[config.mk]
export PLATFORM = sky130hd
export DESIGN_NAME = ws2812_pixel_ser
export DESIGN_NICKNAME = d
export VERILOG_FILES = /design/src/rtl/ws2812_pixel_ser.sv
export SDC_FILE = /design/constraint.sdc
export NUM_CORES = 1
export LEC_CHECK = 0
export ABC_CLOCK_PERIOD_IN_PS = 6100
export CORE_ASPECT_RATIO = 0.9
export CORE_MARGIN = 10
export CORE_UTILIZATION = 55
export DETAILED_ROUTE_END_ITERATION = 16
export GPL_ROUTABILITY_DRIVEN = 0
export PLACE_DENSITY = 0.8
export SYNTH_ARGS = -nofsm -noshare
export SYNTH_HDL_FRONTEND = slang
export SYNTH_SLANG_ARGS = --single-unit
[constraint.sdc]
create_clock -name clk_in -period 6.1 [get_ports clk_in]
set_input_delay 1.22 -clock clk_in [delete_from_list [all_inputs] [get_ports clk_in]]
set_output_delay 1.22 -clock clk_in [all_outputs]
set_load 0.01 [all_outputs]
[src/rtl/ws2812_pixel_ser.sv]
// Serializes 24-bit colour words MSB-first into the WS2812 bit encoder, then holds a latch gap per frame.
// Build option: define WS2812_RGB_TO_GRB_EN to reorder incoming {R,G,B} words to {G,R,B} on the wire.
module ws2812_pixel_ser (
   input  logic        clk_in,
   input  logic        rst_n_in,
   input  logic        pixel_valid_in,
   input  logic [23:0] pixel_data_in,
   input  logic        pixel_last_in,
   output logic        pixel_ready_out,
   input  logic [15:0] rst_cnt_in,
   input  logic        bit_done_in,
   output logic        bit_rdy_out,
   output logic        bit_data_out,
   output logic        busy_out,
   output logic        frame_done_out
);

   typedef enum logic [1:0] {
      ST_IDLE  = 2'd0,
      ST_ISSUE = 2'd1,
      ST_WAIT  = 2'd2,
      ST_LATCH = 2'd3
   } state_t;

   state_t      state_reg, state_next;
   logic [23:0] hold_data_reg, hold_data_next;
   logic        hold_last_reg, hold_last_next;
   logic        hold_vld_reg, hold_vld_next;
   logic [23:0] sh_reg, sh_next;
   logic        sh_last_reg, sh_last_next;
   logic [4:0]  bit_idx_reg, bit_idx_next;
   logic [15:0] gap_cnt_reg, gap_cnt_next;
   logic [23:0] load_word;
   logic        accept;
   logic        reload;

`ifdef WS2812_RGB_TO_GRB_EN
   genvar gi;
   for (gi = 0; gi < 8; gi++) begin : g_grb
      assign load_word[gi + 16] = hold_data_reg[gi + 8];
      assign load_word[gi + 8]  = hold_data_reg[gi + 16];
      assign load_word[gi]      = hold_data_reg[gi];
   end
`else
   assign load_word = hold_data_reg;
`endif

   assign accept = pixel_valid_in & ~hold_vld_reg;

   // Holding register: an accept always wins over the reload that drains it.
   always_comb begin
      hold_data_next = hold_data_reg;
      hold_last_next = hold_last_reg;
      hold_vld_next  = hold_vld_reg;
      if (reload) begin
         hold_vld_next = 1'b0;
      end
      if (accept) begin
         hold_data_next = pixel_data_in;
         hold_last_next = pixel_last_in;
         hold_vld_next  = 1'b1;
      end
   end

   always_comb begin
      state_next   = state_reg;
      sh_next      = sh_reg;
      sh_last_next = sh_last_reg;
      bit_idx_next = bit_idx_reg;
      gap_cnt_next = gap_cnt_reg;
      reload       = 1'b0;
      case (state_reg)
         ST_IDLE: begin
            if (hold_vld_reg) begin
               reload       = 1'b1;
               sh_next      = load_word;
               sh_last_next = hold_last_reg;
               bit_idx_next = 5'd0;
               state_next   = ST_ISSUE;
            end
         end
         ST_ISSUE: begin
            state_next = ST_WAIT;
         end
         ST_WAIT: begin
            if (bit_done_in) begin
               if (bit_idx_reg < 5'd23) begin
                  sh_next      = {sh_reg[22:0], 1'b0};
                  bit_idx_next = bit_idx_reg + 5'd1;
                  state_next   = ST_ISSUE;
               end else if (!sh_last_reg) begin
                  // Buffered word continues the frame with no idle cycle in between.
                  if (hold_vld_reg) begin
                     reload       = 1'b1;
                     sh_next      = load_word;
                     sh_last_next = hold_last_reg;
                     bit_idx_next = 5'd0;
                     state_next   = ST_ISSUE;
                  end else begin
                     state_next = ST_IDLE;
                  end
               end else begin
                  gap_cnt_next = rst_cnt_in;
                  state_next   = ST_LATCH;
               end
            end
         end
         ST_LATCH: begin
            if (gap_cnt_reg == 16'd0) begin
               state_next = ST_IDLE;
            end else begin
               gap_cnt_next = gap_cnt_reg - 16'd1;
            end
         end
         default: begin
            state_next = ST_IDLE;
         end
      endcase
   end

   always_ff @(posedge clk_in) begin
      if (!rst_n_in) begin
         state_reg     <= ST_IDLE;
         hold_data_reg <= 24'd0;
         hold_last_reg <= 1'b0;
         hold_vld_reg  <= 1'b0;
         sh_reg        <= 24'd0;
         sh_last_reg   <= 1'b0;
         bit_idx_reg   <= 5'd0;
         gap_cnt_reg   <= 16'd0;
      end else begin
         state_reg     <= state_next;
         hold_data_reg <= hold_data_next;
         hold_last_reg <= hold_last_next;
         hold_vld_reg  <= hold_vld_next;
         sh_reg        <= sh_next;
         sh_last_reg   <= sh_last_next;
         bit_idx_reg   <= bit_idx_next;
         gap_cnt_reg   <= gap_cnt_next;
      end
   end

   // Every output decodes registers only, so ready never depends on valid.
   assign pixel_ready_out = ~hold_vld_reg;
   assign bit_rdy_out     = (state_reg == ST_ISSUE);
   assign bit_data_out    = ((state_reg == ST_ISSUE) || (state_reg == ST_WAIT)) & sh_reg[23];
   assign busy_out        = (state_reg != ST_IDLE);
   assign frame_done_out  = (state_reg == ST_LATCH) && (gap_cnt_reg == 16'd0);

endmodule

==> results of run 1 <==
path summary, 6_finish.rpt:
kind / from / end / slack (ps) / depth (start not counted)
worst max-delay path: state_reg[1]$_SDFFE_PN0P_ / frame_done_out / 1550 / 4
worst min-delay path: hold_data_reg[19]$_SDFFE_PN0P_ / hold_data_reg[19]$_SDFFE_PN0P_ / 460 / 2
worst max register to register: state_reg[1]$_SDFFE_PN0P_ / gap_cnt_reg[3]$_SDFFE_PN0P_ / 2470 / 6
worst min register to register: hold_data_reg[19]$_SDFFE_PN0P_ / hold_data_reg[19]$_SDFFE_PN0P_ / 460 / 2
critical path, stage by stage (launching register included):
cell,delay [ps]
sky130_fd_sc_hd__dfxtp_1,400
sky130_fd_sc_hd__ha_1,820
sky130_fd_sc_hd__clkinv_1,910
sky130_fd_sc_hd__nor2_1,270
sky130_fd_sc_hd__clkdlybuf4s50_1,560
through the flow:
stage	cell area, um^2	instances	setup WS [ps]
finish	4182	565	1552
global route	4182	565	1244
CTS	4182	565	1587
detailed placement	3988	549	1967
global placement	3988	549	2065
floorplan	3481	438	3497
metal layers:
layer,part of all wire,vias to the layer above,track usage
li1,-,1639,-
met1,0.48,1500,0.2292
met4,0.0053,0,0.03935
met5,0,-,0
met2,0.46,116,0.2722
met3,0.056,8,0.04450
cell usage in the layout (no fill, tap or decap), types with 5 or more instances in the layout:
cell type	n
sky130_fd_sc_hd__nand2_1	84
sky130_fd_sc_hd__dfxtp_1	74
sky130_fd_sc_hd__nor2_1	61
sky130_fd_sc_hd__clkdlybuf4s50_1	49
sky130_fd_sc_hd__a21oi_1	45
sky130_fd_sc_hd__o221ai_1	23
sky130_fd_sc_hd__o21ai_0	14
sky130_fd_sc_hd__nor3_1	12
sky130_fd_sc_hd__inv_1	9
sky130_fd_sc_hd__clkbuf_8	9
sky130_fd_sc_hd__ha_1	7
sky130_fd_sc_hd__o21a_1	5
sky130_fd_sc_hd__nand3_1	5
logic make-up after synthesis:
logic type	share of synthesized area
adders and majority gates	0.02516
buffers and inverters	0.04565
muxes	0.008986
AOI/OAI and AO/OA	0.2484
DFF	0.4256
and+or+nand+nor	0.2462
cell type report:
class | instances | area (um^2)
inverters | 11 | 41.29
fillers | 543 | 1967
clock inverters | 6 | 66.31
multi-input cells | 325 | 1843
well taps | 87 | 108.9
repair buffers | 52 | 513.0
clock buffers | 10 | 127.6
flip-flops and latches | 74 | 1481
synth_stat cells (all sizes together), types with 6 or more instances:
cell    count  share of area
nand2      84          0.091
inv         9         0.0097
o21ai      16          0.024
o221ai     23          0.058
ha          7          0.025
buf         6          0.010
dfxtp      74           0.43
clkbuf     22          0.024
a21oi      45          0.065
nor3       12          0.017
nor2       61          0.066
power breakdown:
group / internal [mW] / switching (mW) / total, mW
Combinational: 0.0647 / 0.0722 / 0.137
Sequential: 0.512 / 0.0176 / 0.529
Clock: 0.190 / 0.185 / 0.375
Total: 0.766 / 0.275 / 1.04
==> metrics, run 1 <==
result of the run=finished clean; final setup violation count=0; DRC Markers=0; WP data arrival=roughly 3300 ps; detailed placement HPWL=5.728 mm; hold slack final=about 460 ps; post-detailed-route wirelength per cell=around 15 um; Leak=roughly 1.6 nW; total detailed-routing wirelength=around 8.5 mm; share of cells above drive strength 1=0.05439; number of library cell types mapped by synthesis=53; number of violations reported at the end of detailed-routing iteration 0=around 230; number of clock sinks=74; Area growth syn-to-layout=20.13%; Hold Fails Final Rpt=0; Power Dens Cells=about 250 nW/um^2; worst-margin pin slew=approximately 1000 ps; nets in the synthesized netlist=roughly 500; clk buf depth=2; mean number of vias per cell=between 5 and 6; mean cell area of the mapped netlist=7.947 um^2; Setup Skew=between 8 and 9 ps; Final nets=~530; count of state elements after synthesis=74; share of the clock period used by the worst path=0.7455; critical path start-end classification=flop to primary output; post-route minimum period=~4500 ps; Die Y-Extent=95.47 um; total vias in the final route=between 3000 and 4000; number of cells produced by synthesis=438; required time at the endpoint of the critical path=4880 ps; clock-pin slew of the registers on the worst-case setup and hold paths=roughly 80 ps; Slew Limit Fails=0; Seq/Total Area, Yosys=0.4256; Initial Utilization=0.5661; pin count of the biggest net entering global routing=just over 40; unrepaired setup endpoints after global routing=no; core occupancy in the finished layout=0.6801; wire length of the first global-routing pass=14.28 mm; IR drop worst, VDD=roughly 0.00023 V; CTS resizes=0; antenna violations before repair=0; First-pass DRT Iterations=4; width of the chip=slightly above 100 um; largest fanout of any net on the critical path=25; Num CTS Buffers=9; number of flops mapped to enable cells by yosys=0; number of synthesis warnings=0; kind of launch point of the worst setup path=flop; global router's overall resource usage=0.1712; kind of capture point of the worst setup path=primary output; global-route congestion overflow total=0; CTS root buf=sky130_fd_sc_hd__clkbuf_8; clock latency on the worst-skew pair=350 ps; core area=a little over 6000 um^2; I/O pin total=50; Setup Fix Bufs, Post-CTS=0; number of global-route vias before repair=just under 3000; cell area after synthesis=roughly 3500 um^2; total design power=around 1.0 mW; fmax=roughly 0.22 GHz; Post-synth top flop=sky130_fd_sc_hd__dfxtp_1; Relative slew margins=0.3112; total inserted antenna cells=0; TritonCTS clock tree=yes; IO Port Bufs=slightly below 50; sum of negative setup slack=0 ps; H-tree depth=3; Synth async-reset ratio=0; total of hold buffers inserted after clock tree synthesis=0; number of nets with antenna violations after routing=0; std cell rows=27; number of maximum-capacitance constraint violations=0; die area=9915 um^2; worst min-delay path category=flop to flop
Note: power is estimated with default switching activity, not from simulation.
==> inputs of run 2 (changes only) <==
ABC_CLOCK_PERIOD_IN_PS = 4710   (was 6100)
CORE_UTILIZATION = 54   (was 55)
PLACE_DENSITY = 0.79   (was 0.8)
clock period = 4.71 ns   (was 6.1 ns; I/O delays follow)
==> metrics, run 2 (synthesized netlist as in run 1, its figures left out) <==
result of the run=finished clean (unchanged); kind of cell with the highest combined delay on the critical path=adder cells (was buffers and inverters); WP data arrival=2440 ps (was 3330 ps); largest fanout of any net on the critical path=25 (unchanged); CTS root buf=sky130_fd_sc_hd__clkbuf_8 (unchanged); worst path setup slack after routing=1327 ps (was 1552 ps); post-route minimum period=roughly 3400 ps; post-detailed-route wirelength per cell=14.63 um (was 15.10 um); core occupancy in the finished layout=0.6863 (was 0.6801); met1 track demand over resource=0.2075 (was 0.2292); hold slack final=460.9 ps (was 456.4 ps); fmax=around 0.30 GHz; clock-pin slew of the registers on the worst-case setup and hold paths=80 ps (about the same); Initial Utilization=0.5630 (was 0.5661); total detailed-routing wirelength=8.279 mm (was 8.531 mm); Buffers & Inverters on Critical Path=2 (unchanged); global router's overall resource usage=0.1641 (was 0.1712); clock latency on the worst-skew pair=340 ps (was 350 ps); Setup Fix Bufs, Post-CTS=0 (unchanged); pre-CTS setup slack=1578 ps (was 1967 ps); instance count on the critical path=4 (unchanged); wire length of the first global-routing pass=13.83 mm (was 14.28 mm); final design instance area without fill=4243 um^2 (was 4182 um^2); total vias in the final route=3219 (was 3263); share of cells above drive strength 1=0.05846 (was 0.05439); IR drop worst, VDD=0.0002377 V (was 0.0002251 V); Most Used Layer, Global Route=met2 (unchanged); mean number of vias per cell=5.687 (was 5.775); H-tree depth=3 (unchanged); worst min-delay path category=flop to flop (unchanged); worst hold path cell count=2 (unchanged); kind of capture point of the worst setup path=primary output (unchanged); Die Y-Extent=96.17 um (was 95.47 um); grt met2 use=0.2678 (was 0.2722); I/O pin total=50 (unchanged); Relative slew margins=0.3220 (was 0.3112); DRC Markers=0 (unchanged); die area=10060 um^2 (was 9915 um^2); First-pass DRT Iterations=6 (was 4); global-route congestion overflow total=0 (unchanged); Final nets=526 (was 525); Slew Limit Fails=0 (unchanged); kind of launch point of the worst setup path=flop (unchanged); final setup violation count=0 (unchanged); share of the clock period used by the worst path=0.7183; met3 Use GR=0.05077 (was 0.04450); critical path start-end classification=flop to primary output (unchanged); Critical Path, Cell by Cell=ha_1 > clkinv_1 > nor2_1 > clkdlybuf4s50_1 (unchanged); worst-margin pin slew=1012 ps (was 1029 ps); Power Dens Cells=343.8 nW/um^2 (was 248.9 nW/um^2); clk buf depth=2 (unchanged); width of the chip=104.6 um (was 103.9 um); unrepaired setup endpoints after global routing=no (unchanged); total inserted antenna cells=0 (unchanged); TritonCTS clock tree=yes (unchanged); total of hold buffers inserted after clock tree synthesis=0 (unchanged); number of clock sinks=74 (unchanged); Setup Skew=8.804 ps (was 8.128 ps); Hold Fails Final Rpt=0 (unchanged); IO Port Bufs=49 (unchanged); detailed placement HPWL=5.674 mm (was 5.728 mm); Num CTS Buffers=9 (unchanged); number of filler cells placed in the layout=512 (was 543); most common cell after layout, fill and taps aside=sky130_fd_sc_hd__nand2_1 (unchanged); required time at the endpoint of the critical path=3770 ps (was 4880 ps); Leak=1.623 nW (was 1.588 nW); CTS resizes=0 (unchanged); number of global-route vias before repair=2942 (was 2956); std cell rows=27 (unchanged); pin count of the biggest net entering global routing=41 (unchanged); core area=6182 um^2 (was 6148 um^2); longest individual stage delay on the worst path=780 ps (was 910 ps); Slowest-stage cell, CP=sky130_fd_sc_hd__ha_1 (was sky130_fd_sc_hd__clkinv_1); total design power=1.459 mW (was 1.041 mW); number of maximum-capacitance constraint violations=0 (unchanged); final non-filler cell total=566 (was 565); Area growth syn-to-layout=21.89% (was 20.13%); FF-to-FF path depth=7 (was 6); number of violations reported at the end of detailed-routing iteration 0=247 (was 231); antenna violations before repair=0 (unchanged); total cell area at the placement stage=3995 um^2 (was 3988 um^2); sum of negative setup slack=0 ps (unchanged); Placed Cells incl. Taps=550 (was 549); top library cells by usage in the layout, fill and taps aside=sky130_fd_sc_hd__nand2_1 (84), sky130_fd_sc_hd__dfxtp_1 (74), sky130_fd_sc_hd__nor2_1 (61) (unchanged); number of nets with antenna violations after routing=0 (unchanged)
-- run 2: metal layers --
metal,share of wire,wire [um],up-vias
met5,0,0,-
met4,0.0097,80,0
met3,0.052,429,7
met2,0.46,3798,90
met1,0.48,3970,1478
li1,-,-,1644
-- run 2: cell type report --
type,instances,area [um^2],area share
Multi-Input combinational cell,325,1843,0.4344
Timing Repair Buffer,53,520.5,0.1227
Clock inverter,7,123.9,0.02919
Clock buffer,9,123.9,0.02919
Tap cell,87,108.9,0.02566
Sequential cell,74,1481,0.3492
Inverter,11,41.29,0.009732
-- run 2: path summary, 6_finish.rpt --
check                            startpoint                             end  slack (ps)
max               state_reg[0]$_SDFFE_PN0P_                  frame_done_out        1330
min          hold_data_reg[16]$_SDFFE_PN0P_  hold_data_reg[16]$_SDFFE_PN0P_         460
max reg2reg       state_reg[0]$_SDFFE_PN0P_     gap_cnt_reg[3]$_SDFFE_PN0P_        1770
min reg2reg  hold_data_reg[16]$_SDFFE_PN0P_  hold_data_reg[16]$_SDFFE_PN0P_         460
-- run 2: power by group --
group	internal (mW)	total (mW)	leakage [nW]	switching, mW
registers	0.662	0.685	0.604	0.0227
clock network	0.356	0.597	0.120	0.241
logic	0.0840	0.176	0.899	0.0921
total	1.10	1.46	1.62	0.356
-- run 2: tightest hold or removal path, delay by kind of cell (launching register included) --
family,cells,cell delay (ps)
flip-flops,1,320
AND/OR/NAND/NOR,1,50
AO/OA/AOI/OAI,1,50
